$ cat src/rtl/nvram_uploader.sv
// Serves HPS upload reads of the CMOS/high-score nibble RAM and tracks whether CMOS changed since the last full save.
// Optional restore (download-to-CMOS write) path compiled in with `define NVRAM_UPLOADER_RESTORE_EN.
module nvram_uploader #(
  parameter logic [15:0] NVRAM_INDEX = 16'd4,
  parameter int          CMOS_AW     = 10
) (
  input  logic               clk_sys,
  input  logic               reset,
  input  logic               ioctl_upload,
  input  logic               ioctl_download,
  input  logic               ioctl_rd,
  input  logic               ioctl_wr,
  input  logic [24:0]        ioctl_addr,
  input  logic [7:0]         ioctl_dout,
  input  logic [15:0]        ioctl_index,
  output logic [7:0]         ioctl_din,
  output logic               cmos_req,
  input  logic               cmos_gnt,
  output logic [CMOS_AW-1:0] cmos_addr,
  output logic               cmos_we,
  output logic [3:0]         cmos_wdata,
  input  logic [3:0]         cmos_rdata,
  input  logic               cpu_cmos_we,
  output logic               busy,
  output logic               dirty,
  output logic [1:0]         state_dbg
);

  // Handshake: cmos_req rises with a latched address/we and is held until the
  // cycle cmos_gnt is sampled high; it drops the following cycle. Reads see
  // cmos_rdata one cycle after the grant.
  typedef enum logic [1:0] {
    S_IDLE = 2'd0,
    S_REQ  = 2'd1,
    S_DATA = 2'd2
  } state_e;

  localparam logic [24:0] LAST_ADDR = 25'(2**CMOS_AW - 1);

  state_e             state_q, state_d;
  logic               cmos_req_q, cmos_req_d;
  logic               cmos_we_q, cmos_we_d;
  logic [CMOS_AW-1:0] cmos_addr_q, cmos_addr_d;
  logic [3:0]         cmos_wdata_q, cmos_wdata_d;
  logic [7:0]         ioctl_din_q, ioctl_din_d;
  logic               busy_q, busy_d;
  logic               dirty_q, dirty_d;
  logic               last_seen_q, last_seen_d;
  logic               upload_q, upload_d;
  logic               download_q, download_d;

  logic index_hit, addr_in_range, idle;
  logic rd_hit, rd_accept, rd_oor, wr_accept;
  logic restore_active, upload_rise, upload_fall, download_fall;
  logic dirty_set, dirty_clr;
  logic unused_restore;

  assign index_hit     = (ioctl_index == NVRAM_INDEX);
  assign addr_in_range = (ioctl_addr <= LAST_ADDR);
  assign idle          = (state_q == S_IDLE);
  assign rd_hit        = idle && ioctl_rd && ioctl_upload && index_hit;
  assign rd_accept     = rd_hit && addr_in_range;
  assign rd_oor        = rd_hit && !addr_in_range;
  assign upload_rise   = !upload_q && ioctl_upload;
  assign upload_fall   = upload_q && !ioctl_upload;

`ifdef NVRAM_UPLOADER_RESTORE_EN
  // A simultaneous rd strobe always wins, so wr is dropped whenever rd is high.
  assign wr_accept      = idle && ioctl_wr && !ioctl_rd && ioctl_download &&
                          index_hit && addr_in_range;
  assign restore_active = ioctl_download && index_hit;
  assign download_fall  = download_q && !ioctl_download && index_hit;
  assign unused_restore = ^ioctl_dout[7:4];
`else
  assign wr_accept      = 1'b0;
  assign restore_active = 1'b0;
  assign download_fall  = 1'b0;
  assign unused_restore = ^{ioctl_wr, ioctl_dout, download_q};
`endif

  assign dirty_set = cpu_cmos_we && !ioctl_upload && !restore_active;
  assign dirty_clr = (upload_fall && last_seen_q) || download_fall;

  always_comb begin
    state_d      = state_q;
    cmos_req_d   = cmos_req_q;
    cmos_we_d    = cmos_we_q;
    cmos_addr_d  = cmos_addr_q;
    cmos_wdata_d = cmos_wdata_q;
    ioctl_din_d  = ioctl_din_q;
    last_seen_d  = last_seen_q;
    dirty_d      = dirty_q;
    upload_d     = ioctl_upload;
    download_d   = ioctl_download;

    case (state_q)
      S_IDLE: begin
        if (rd_accept) begin
          state_d     = S_REQ;
          cmos_req_d  = 1'b1;
          cmos_we_d   = 1'b0;
          cmos_addr_d = ioctl_addr[CMOS_AW-1:0];
        end else if (rd_oor) begin
          ioctl_din_d = 8'hFF;
        end else if (wr_accept) begin
          state_d      = S_REQ;
          cmos_req_d   = 1'b1;
          cmos_we_d    = 1'b1;
          cmos_addr_d  = ioctl_addr[CMOS_AW-1:0];
          cmos_wdata_d = ioctl_dout[3:0];
        end
      end
      S_REQ: begin
        if (cmos_gnt) begin
          cmos_req_d = 1'b0;
          cmos_we_d  = 1'b0;
          // A restore write completes in the granted cycle; only reads need the data slot.
          state_d    = cmos_we_q ? S_IDLE : S_DATA;
        end
      end
      S_DATA: begin
        ioctl_din_d = {4'hF, cmos_rdata};
        state_d     = S_IDLE;
      end
      default: state_d = S_IDLE;
    endcase

    // The flag belongs to one upload session, so both session edges reset it.
    if (upload_rise || upload_fall) last_seen_d = 1'b0;
    if (rd_accept && (ioctl_addr == LAST_ADDR)) last_seen_d = 1'b1;

    if (dirty_clr) dirty_d = 1'b0;
    if (dirty_set) dirty_d = 1'b1;

    busy_d = (state_d != S_IDLE);
  end

  always_ff @(posedge clk_sys or posedge reset) begin
    if (reset) begin
      state_q      <= S_IDLE;
      cmos_req_q   <= 1'b0;
      cmos_we_q    <= 1'b0;
      cmos_addr_q  <= '0;
      cmos_wdata_q <= 4'h0;
      ioctl_din_q  <= 8'h00;
      busy_q       <= 1'b0;
      dirty_q      <= 1'b0;
      last_seen_q  <= 1'b0;
      upload_q     <= 1'b0;
      download_q   <= 1'b0;
    end else begin
      state_q      <= state_d;
      cmos_req_q   <= cmos_req_d;
      cmos_we_q    <= cmos_we_d;
      cmos_addr_q  <= cmos_addr_d;
      cmos_wdata_q <= cmos_wdata_d;
      ioctl_din_q  <= ioctl_din_d;
      busy_q       <= busy_d;
      dirty_q      <= dirty_d;
      last_seen_q  <= last_seen_d;
      upload_q     <= upload_d;
      download_q   <= download_d;
    end
  end

  assign ioctl_din  = ioctl_din_q;
  assign cmos_req   = cmos_req_q;
  assign cmos_we    = cmos_we_q;
  assign cmos_addr  = cmos_addr_q;
  assign cmos_wdata = cmos_wdata_q;
  assign busy       = busy_q;
  assign dirty      = dirty_q;
  assign state_dbg  = state_q;

endmodule

$ cat config.mk
export PLATFORM = sky130hd
export DESIGN_NAME = nvram_uploader
export DESIGN_NICKNAME = d
export VERILOG_FILES = /design/src/rtl/nvram_uploader.sv
export SDC_FILE = /design/constraint.sdc
export NUM_CORES = 1
export LEC_CHECK = 0
export ABC_CLOCK_PERIOD_IN_PS = 4400
export BUFFER_PORTS_ARGS = -buffer_cell sky130_fd_sc_hd__buf_2
export CORE_MARGIN = 3
export CORE_UTILIZATION = 41
export DETAILED_ROUTE_END_ITERATION = 7
export GPL_TIMING_DRIVEN = 0
export PLACE_DENSITY = 0.95
export SYNTH_ARGS = -nofsm -noshare
export SYNTH_HDL_FRONTEND = slang
export SYNTH_SLANG_ARGS = --single-unit
export TNS_END_PERCENT = 5
$ cat constraint.sdc
create_clock -name clk_sys -period 4.4 [get_ports clk_sys]
set_input_delay 0.22 -clock clk_sys [delete_from_list [all_inputs] [get_ports clk_sys]]
set_output_delay 0.22 -clock clk_sys [all_outputs]
set_load 0.02 [all_outputs]
==> results.sh <==
export IMPL_synth_async_reset_ratio_pct=100
export IMPL_power_density_mw_per_mm2=265
export IMPL_finalCriticalPeriod_ns=1.68
export IMPL_grt_pass1_wl_um=4560
export IMPL_avgRoutedWirePerCell_um=14.0
export IMPL_ioPinCount=89
export IMPL_cp_startpoint="state_dbg[0]"
export IMPL_ys_types=27
export IMPL_die_x_um=57.0
export IMPL_critical_path_arrival_ns=1.89
export IMPL_clkSinkCount=22
export IMPL_drtPass1Iterations=4
export IMPL_dieArea_mm2=0.00325
export IMPL_syn_avg_cell_area_um2=12.0
export IMPL_cp_slowest_stage_delay_ns=0.47
export IMPL_via_count=964
export IMPL_numCtsBuffers=3
export IMPL_relSlewSlack_pct=45.9
export IMPL_drv_slew=0
export IMPL_r2r_end="cmos_addr[8]"
export IMPL_hold_viol=0
export IMPL_drv_cap=0
export IMPL_finalWirelength_um=2780
export IMPL_ctsHtreeMaxLevel=1
export IMPL_ys_flop_type="dfrtp_1"
export IMPL_grt_setup_unrepaired="false"
export IMPL_synth_area_leader_cell="dfrtp_1"
export IMPL_core_area_mm2=0.00234
export IMPL_ant_nets=0
export IMPL_reg2regPathDepth=6
export IMPL_timing_rr_start="state_dbg[0]"
export IMPL_crit_family="simple AND/OR/NAND/NOR gates"
export IMPL_finalCritPeriodShare_pct=38.3
export IMPL_cp_slowest_cell="dfrtp_1"
export IMPL_dp_hpwl_um=2390
export IMPL_cp_max_fo=10
export IMPL_regArea_um2=551
export IMPL_gp_congestion=0.733
export IMPL_grt_overflow=0
export IMPL_vias_per_cell=4.87
export IMPL_synth_edf_count=0
export IMPL_clkTransAtPathRegs_ns=0.13
export IMPL_cts_tree="built"
export IMPL_worstSkewPairLatency_ns=0.32
export IMPL_n_fill_cell=198
export IMPL_dp_cells=194
export IMPL_portBuffers=73
export IMPL_ys_top_cells_by_area="dfrtp_1, mux2_4, buf_4"
export IMPL_start_util_pct=45.6
export IMPL_antenna_found_initial=0
export IMPL_tns_ns=0
export IMPL_grt_max_degree=23
export IMPL_path_class="register to register"
export IMPL_peakVddDrop_uv=229
export IMPL_postCtsSetupRepairBufs=0
export IMPL_cts_buffer_depth=2
export IMPL_die_h_um=57.0
export IMPL_grt_pass1_vias=1043
export IMPL_dr_first_iter_drc_count=19
export IMPL_path_cells="nor4_1 -> and3_2 -> and3b_1 -> buf_6 -> buf_12 -> mux2_4"
export IMPL_num_rows=17
export IMPL_cts_resized=0
export IMPL_postSynthCellCount=89
export IMPL_drc=0
export IMPL_area_delta_synth_final_pct=43.9
export IMPL_status="complete, no violations"
export IMPL_crit_path_start_kind="register"
export IMPL_multiInputGateArea_um2=428
export IMPL_skew_ns=0.00803
export IMPL_drive_above_1_share_pct=60.0
export IMPL_hp_class="input port to async pin"
export IMPL_setup_violations=0
export IMPL_finalNonFillerCells=198
export IMPL_clock_fmax_ghz=0.594
export IMPL_synthTopCellsByCount="dfrtp_1, nor2_1, buf_4"
export IMPL_synth_seq_area_share_pct=51.6
export IMPL_yosysTopAreaCellShare_pct=51.6
export IMPL_tightest_slew_ns=0.810
export IMPL_antenna_cells=0
export IMPL_ys_seq_elements=22
export IMPL_p_leak_nw=0.854
export IMPL_cts_root_buf="clkbuf_4"
export IMPL_grt_usage_pct=18.0
export IMPL_netlist_area_mm2=0.00107
export IMPL_nNetsFinal=233
export IMPL_cts_hold_buf=0
export IMPL_rrSetupSlack_ns=2.72
export IMPL_cp_required_ns=4.61
export IMPL_synth_most_common_cell="dfrtp_1"
export IMPL_endpoint_kind="register"
export IMPL_path_buf_inv=2
export IMPL_synth_warnings=0
sequential cells by signal, indices dropped and copies added, names as in the netlist:
register / cells
cmos_req: 1
busy: 1
cmos_addr: 10
ioctl_din: 5
dirty: 1
upload_q: 1
state_dbg: 2
last_seen_q: 1
stage by stage:
stage	util, %	setup WS (ns)	total power (W)	hold WS [ns]	area [um2]
after global placement	63.3	2.51	0.000254	0.381	1480
final	65.6	2.72	0.000407	0.0348	1530
after detailed placement	63.3	2.48	0.000256	0.385	1480
after floorplan	-	2.67	0.000228	0.209	1080
after CTS	65.6	2.71	0.000409	0.0457	1530
after global routing	65.6	2.52	0.000425	0.0328	1530
kinds of logic after synthesis:
group,after synthesis,share of synthesized area [%]
muxes,10,12.7
and+or+nand+nor,34,19.4
adders and majority gates,1,1.17
buffers and inverters,13,9.62
DFF,22,51.6
AOI/OAI and AO/OA,8,5.16
other,1,0.352
layout make-up:
type,instances,share of cell area (%)
timing repair buffer,73,23.8
clock inverter,1,1.96
clock buffer,3,1.47
multi-input combinational,58,27.9
sequential,22,35.9
tap,28,2.28
buffer,10,5.95
inverter,3,0.734
metal layers:
metal  global-route usage, %  wire length (um)  up-vias
met4                    6.62                49        0
met2                    33.8              1440       68
met3                    5.88               321        7
li1                        -                 -      462
met1                    18.4               959      427
met5                       0                 0        -
worst max-delay path by stage:
stage                    to  slack, ns  cells past startpoint
6_report       cmos_addr[8]       2.72                      6
5_1_grt        cmos_addr[2]       2.52                      6
4_1_cts        cmos_addr[8]       2.71                      6
3_5_place_dp   cmos_addr[9]       2.48                      7
3_3_place_gp   cmos_addr[1]       2.51                      7
2_1_floorplan  cmos_addr[0]       2.67                      6
cells in the final DEF (no fill, tap or decap):
cell type	count
buf_2	73
dfrtp_1	22
nor2_1	9
buf_4	8
nor4_1	6
mux2_4	6
conb_1	5
nand2_1	4
a21oi_1	4
mux2_2	4
inv_1	3
nand4_1	3
clkbuf_4	3
a22o_1	2
nor3_1	2
and3b_1	2
and3_2	1
or4b_4	1
nor4_4	1
nand3_1	1
nor2b_1	1
nand2b_1	1
buf_6	1
buf_12	1
o21bai_1	1
nor3b_1	1
or2_2	1
o21ba_2	1
ha_1	1
bufinv_16	1
power by group:
part / internal [W] / total [W] / leakage [nW] / switching, W
sequential: 0.000204 / 0.000206 / 0.280 / 0.00000124
clock: 0.0000922 / 0.000155 / 0.0279 / 0.0000631
combinational: 0.0000234 / 0.0000462 / 0.546 / 0.0000229
total: 0.000320 / 0.000407 / 0.854 / 0.0000872
Note: power is estimated with default switching activity, not from simulation.
